===== src/rtl/mem_arbiter_v1.sv =====
// rtl/mem_arbiter_v1.sv - single-port memory arbiter/sequencer for fetch and data requesters
module mem_arbiter_v1 #(
    parameter int ADDR_W       = 32,
    parameter int DATA_W       = 32,
    parameter int MEM_LATENCY  = 1,
    parameter int STARVE_LIMIT = 4
) (
    input  logic              clk,
    input  logic              rst,
    input  logic              fetch_req,
    input  logic [ADDR_W-1:0] fetch_addr,
    output logic              fetch_gnt,
    output logic              fetch_rvalid,
    output logic [DATA_W-1:0] fetch_rdata,
    input  logic              data_req,
    input  logic              data_we,
    input  logic [ADDR_W-1:0] data_addr,
    input  logic [DATA_W-1:0] data_wdata,
    output logic              data_gnt,
    output logic              data_rvalid,
    output logic [DATA_W-1:0] data_rdata,
    output logic              mem_en,
    output logic              mem_we,
    output logic [ADDR_W-1:0] mem_addr,
    output logic [DATA_W-1:0] mem_wdata,
    input  logic [DATA_W-1:0] mem_rdata,
    output logic              busy,
    output logic [7:0]        arb_error_vector
);

    // Sparse encoding leaves unused codes so a corrupted state is detectable.
    typedef enum logic [2:0] {
        S_IDLE   = 3'b000,
        S_ACCESS = 3'b001,
        S_WAIT   = 3'b010,
        S_RESP   = 3'b100
    } state_t;

    localparam logic [3:0] LAT_INIT   = 4'(MEM_LATENCY);
    localparam logic [3:0] STARVE_MAX = 4'(STARVE_LIMIT);

    state_t            state, state_nxt;
    logic [3:0]        lat_cnt;
    logic [3:0]        starve_cnt;
    logic              owner_data;
    logic              we_q;
    logic [ADDR_W-1:0] addr_q;
    logic [DATA_W-1:0] wdata_q;
    logic [DATA_W-1:0] fetch_rdata_q;
    logic [DATA_W-1:0] data_rdata_q;
    logic              fetch_pend;
    logic              data_pend;
    logic [3:0]        err_q;

    logic              is_idle;
    logic              fetch_win;
    logic              lat_last;
    logic              state_illegal;
    logic [ADDR_W-1:0] win_addr;

    assign is_idle  = (state == S_IDLE);
    assign lat_last = (lat_cnt <= 4'd1);
    // Fetch only beats a pending data request once it has been passed over STARVE_LIMIT times.
    assign fetch_win = fetch_req && (!data_req || starve_cnt == STARVE_MAX);
    assign fetch_gnt = rst && is_idle && fetch_win;
    assign data_gnt  = rst && is_idle && data_req && !fetch_win;
    assign win_addr  = data_gnt ? data_addr : fetch_addr;

    always_ff @(posedge clk or negedge rst) begin
        if (!rst) begin
            state <= S_IDLE;
        end else begin
            state <= state_nxt;
        end
    end

    always_comb begin
        state_nxt     = state;
        state_illegal = 1'b0;
        case (state)
            S_IDLE:   if (fetch_gnt || data_gnt) state_nxt = S_ACCESS;
            S_ACCESS: state_nxt = S_WAIT;
            S_WAIT:   if (lat_last) state_nxt = S_RESP;
            S_RESP:   state_nxt = S_IDLE;
            default: begin
                state_nxt     = S_IDLE;
                state_illegal = 1'b1;
            end
        endcase
    end

    always_comb begin
        mem_en       = 1'b0;
        mem_we       = 1'b0;
        mem_addr     = '0;
        mem_wdata    = '0;
        fetch_rvalid = 1'b0;
        data_rvalid  = 1'b0;
        if (state == S_ACCESS) begin
            mem_en    = 1'b1;
            mem_we    = we_q;
            mem_addr  = addr_q;
            mem_wdata = wdata_q;
        end
        if (state == S_RESP) begin
            fetch_rvalid = !owner_data;
            data_rvalid  = owner_data;
        end
    end

    assign busy             = !is_idle;
    assign fetch_rdata      = fetch_rdata_q;
    assign data_rdata       = data_rdata_q;
    assign arb_error_vector = {4'b0000, err_q};

    always_ff @(posedge clk or negedge rst) begin
        if (!rst) begin
            lat_cnt       <= '0;
            starve_cnt    <= '0;
            owner_data    <= 1'b0;
            we_q          <= 1'b0;
            addr_q        <= '0;
            wdata_q       <= '0;
            fetch_rdata_q <= '0;
            data_rdata_q  <= '0;
            fetch_pend    <= 1'b0;
            data_pend     <= 1'b0;
            err_q         <= '0;
        end else begin
            if (fetch_gnt || data_gnt) begin
                owner_data <= data_gnt;
                addr_q     <= {win_addr[ADDR_W-1:2], 2'b00};
                we_q       <= data_gnt && data_we;
                wdata_q    <= data_gnt ? data_wdata : '0;
                if (win_addr[1:0] != 2'b00) err_q[3] <= 1'b1;
            end

            if (fetch_gnt) begin
                starve_cnt <= '0;
            end else if (data_gnt) begin
                starve_cnt <= fetch_req ? starve_cnt + 4'd1 : 4'd0;
            end

            if (state == S_ACCESS) begin
                lat_cnt <= LAT_INIT;
            end else if (state == S_WAIT) begin
                lat_cnt <= lat_cnt - 4'd1;
            end

            if (state == S_WAIT && lat_last) begin
                if (!owner_data) begin
                    fetch_rdata_q <= mem_rdata;
                end else begin
                    data_rdata_q <= we_q ? '0 : mem_rdata;
                end
            end

            // A request that was outstanding last cycle must still be present.
            fetch_pend <= fetch_req && !fetch_gnt;
            data_pend  <= data_req && !data_gnt;
            if (fetch_pend && !fetch_req) err_q[0] <= 1'b1;
            if (data_pend && !data_req)   err_q[1] <= 1'b1;
            if (state_illegal)            err_q[2] <= 1'b1;
        end
    end

endmodule


===== config.mk =====
export PLATFORM = sky130hd
export DESIGN_NAME = mem_arbiter_v1
export DESIGN_NICKNAME = d
export VERILOG_FILES = /design/src/rtl/mem_arbiter_v1.sv
export SDC_FILE = /design/constraint.sdc
export NUM_CORES = 1
export LEC_CHECK = 0
export CORE_AREA = 4 4 174 109
export CTS_CLUSTER_DIAMETER = 60
export DETAILED_ROUTE_END_ITERATION = 16
export DIE_AREA = 0 0 178 113
export MAX_ROUTING_LAYER = met4
export PLACE_DENSITY = 0.76
export SYNTH_ARGS = -nofsm -noshare
export SYNTH_HDL_FRONTEND = slang
export SYNTH_SLANG_ARGS = --single-unit

===== constraint.sdc =====
create_clock -name clk -period 3.14 [get_ports clk]
set_input_delay 0.942 -clock clk [delete_from_list [all_inputs] [get_ports clk]]
set_output_delay 0.942 -clock clk [all_outputs]
set_load 0.005 [all_outputs]

==> impl_metrics.csv, run 1 <==
group,metric,value,unit
route,dr.pass1.iters,5,
synthesis,ys.flop_type,"dfrtp_1",
synthesis,synth_area_leaders,"dfrtp_1 (54%), mux2_2 (11%), and3_1 (5.9%)",
synthesis,ys_ff_latch,145,
synthesis,synth_top_area_share,54.30,%
flow_run,cap_violations,0,
route,routed_wl,21.07,mm
timing,setup_viol,0,
die,io_pins,276,
cells_and_area,n_antenna_cell,0,
route,ant_nets,0,
setup_path,cp_cell_sequence,"buf_6 -> or4b_4 -> a311oi_4 -> dlygate4sd2_1",
setup_path,worstPathArrival,2.15,ns
route,post_drt_wl_per_cell,19.69,µm
cells_and_area,final_nets,954,
synthesis,ys_seq_area_share,54.30,%
synthesis,synthArstFlopShare,100.0,%
timing,worst_hold_slack,0.4574,ns
grt,grt_pass1_wl,32.18,mm
die,start_util,38.09,%
placed_design,placed_area,0.009646,mm²
clock_network,cts_tree,"yes",
timing,tns,0,ns
grt,antenna_found_initial,0,
synthesis,syn_area,0.006683,mm²
placed_design,portBuffers,269,
timing,slew_viol_final,0,
die,die_w,178,µm
timing,clock_skew,0.01351,ns
timing,fmax,323.0,MHz
setup_path,cp_max_fo,3,
power_and_ir_drop,cellPowerDensity,861.6,mW/mm²
timing,min_period_over_period,98.59,%
clock_network,cts-hold-fix-buffers,0,
setup_path,slowest_delay,0.49,ns
placed_design,dp_hpwl,13.84,mm
placed_design,place_inst,1036,
setup_path,end_kind,"primary output",
run_status,status,"finished clean",
synthesis,synth-edff-count,0,
synthesis,avgSynthCellArea,11.95,µm²
cells_and_area,stdcell_area,0.01033,mm²
clock_network,cts_num_sinks,145,
clock_network,cts_buffers,17,
setup_path,startpoint_type,"input pin",
setup_path,cp_data_required_time,2.20,ns
hold_path,hp-class,"reg -> reg",
cells_and_area,drive_above_1_share,16.14,%
die,coreArea,0.01754,mm²
power_and_ir_drop,power.leakage,0.004536,µW
clock_network,cts_max_level,4,
route,drt_iter0_markers,340,
cells_and_area,area_growth,54.54,%
cells_and_area,num-fill-cells,1456,
die,num_rows,38,
route,viasPerCell,5.227,
timing,finalHoldViolCount,0,
synthesis,syn_inst,559,
placed_design,pre_cts_ws,-0.5393,ns
synthesis,ys_warn_count,0,
timing,setup_slack,0.04416,ns
clock_network,cts.reportedPaths.clkPinSlew,0.07,ns
clock_network,clk_path_buf_depth,2,
placed_design,gp_congestion,0.8108,
timing,period_needed,3.096,ns
grt,grtUsageTotal,21.09,%
synthesis,yosys.area.top_type,"dfrtp_1",
die,dieArea,0.02011,mm²
grt,grt_pass1_vias,5691,
cells_and_area,instances_no_fill,1070,
timing,relSlewSlack,49.08,%
timing,rsz0062_at_grt,"false",
clock_network,cts_root_buf,"clkbuf_16",
timing,worst_pin_slew,0.7638,ns
setup_path,critical_path_class,"in -> out",
setup_path,slowest_stage,"or4b_4",
power_and_ir_drop,ir_drop,402.1,µV
route,dr_total_vias,5593,
grt,globalRouteOverflowTotal,0,
clock_network,insertion_delay,0.41,ns
synthesis,yosysUniqueCellTypes,45,
route,drc_errors,0,
grt,grt_max_degree,66,
die,die_h,113,µm
cell families (layout without fill, tap and decap cells):
family,count (synthesis),in the layout,synth area share [%]
flops,145,145,54.30
mux,66,66,11.10
simple gates,159,159,14.06
other cells,1,6,0.05612
compound gates,111,111,14.21
xor+xnor,2,2,0.2622
buf+inv,71,337,5.261
fa+ha+maj,4,4,0.7490
cell usage in the layout (no fill, tap or decap), drive strengths merged, types with 18 or more instances in the layout:
master	n
clkbuf	18
dfrtp	145
clkdlybuf4s50	266
a22o	34
nand2	33
and3	63
mux2	65
nor2b	33
buf	27
a221o	30
a211oi	31
Yosys cell counts, types with 2 or more instances:
master and count:
nand3b_1 2, buf_6 7, ha_1 4, clkbuf_1 43, a21o_1 3, inv_1 9, nand2b_1 2, nor2_1 5
buf_4 7, dfrtp_1 145, nor3_1 4, nor2b_1 33, mux2_2 64, nand2_1 33, and3_1 63, nor4b_1 3
a221o_1 30, a211oi_1 31, buf_2 5, nand3_1 3, and4_1 2, o21ai_0 4, a22o_1 34, xnor2_1 2
state kept, by name, summed over array words and instances (netlist names):
register     flops
data_rdata      32
fetch_rdata     32
wdata_q         32
addr_q          30
err_q            4
lat_cnt          4
starve_cnt       4
state            3
data_pend        1
fetch_pend       1
owner_data       1
we_q             1
metrics by stage:
step | power [µW] | util [%]
2_1_floorplan | 4836 | -
3_3_place_gp | 6728 | 54.98
3_5_place_dp | 6822 | 54.98
4_1_cts | 8986 | 58.81
5_1_grt | 9463 | 58.86
6_report | 8898 | 58.86
final timing paths:
kind / from / to / slack (ns) / depth (start not counted)
setup / recovery: rst / data_gnt / 0.04 / 4
hold / removal: fetch_pend / err_q[0] / 0.46 / 1
setup reg to reg: state[0] / fetch_rdata[22] / 0.73 / 5
hold reg to reg: fetch_pend / err_q[0] / 0.46 / 1
max in group asynchronous: rst / addr_q[30] / 0.72 / 4
min in group asynchronous: rst / fetch_rdata[11] / 0.63 / 2
final cells by class:
cell class / count / area, µm² / share of cell area [%]
Inverter: 9 / 33.78 / 0.3271
Multi-Input combinational cell: 348 / 2769 / 26.81
Clock inverter: 14 / 146.4 / 1.417
Sequential cell: 145 / 3630 / 35.15
Tap cell: 240 / 300.3 / 2.908
Timing Repair Buffer: 296 / 3009 / 29.14
Clock buffer: 18 / 439.2 / 4.252
layer usage:
| layer | track usage [%] | share of wire, % |
|---|---|---|
| met5 | - | 0 |
| met4 | 4.377 | 0.65 |
| met2 | 30.91 | 44 |
| met1 | 28.80 | 46 |
| met3 | 6.978 | 9.2 |
worst max-delay path: cells and delay by family:
kind,cells,cell delay [ns]
buffers and inverters,2,0.42
and+or+nand+nor,1,0.49
AOI/OAI and AO/OA,1,0.29
power breakdown:
group / total, µW / internal [µW] / leakage, µW / switching [µW]
Clock: 2020 / 1140 / 0.000274 / 884
Sequential: 3200 / 2720 / 0.00178 / 487
Combinational: 3670 / 2210 / 0.00248 / 1460
repair_timing:
item	in CTS	in global routing
cloned	2	0
buffers inserted	0	0
endpoints found under the setup margin	3	3
pin swaps	1	1
hold endpoints to repair	0	0
resized for setup	12	2
Power figures use the tool's default switching activity.
==> run 2, diff against run 1 <==
--- a/config.mk
+++ b/config.mk
@@ -9,6 +9,7 @@
 export CTS_CLUSTER_DIAMETER = 60
 export DETAILED_ROUTE_END_ITERATION = 16
 export DIE_AREA = 0 0 178 113
+export GPL_ROUTABILITY_DRIVEN = 0
 export MAX_ROUTING_LAYER = met4
 export PLACE_DENSITY = 0.76
 export SYNTH_ARGS = -nofsm -noshare
==> results of run 2 <==
No change in the layout: final DEF, timing and power equal those of run 1.
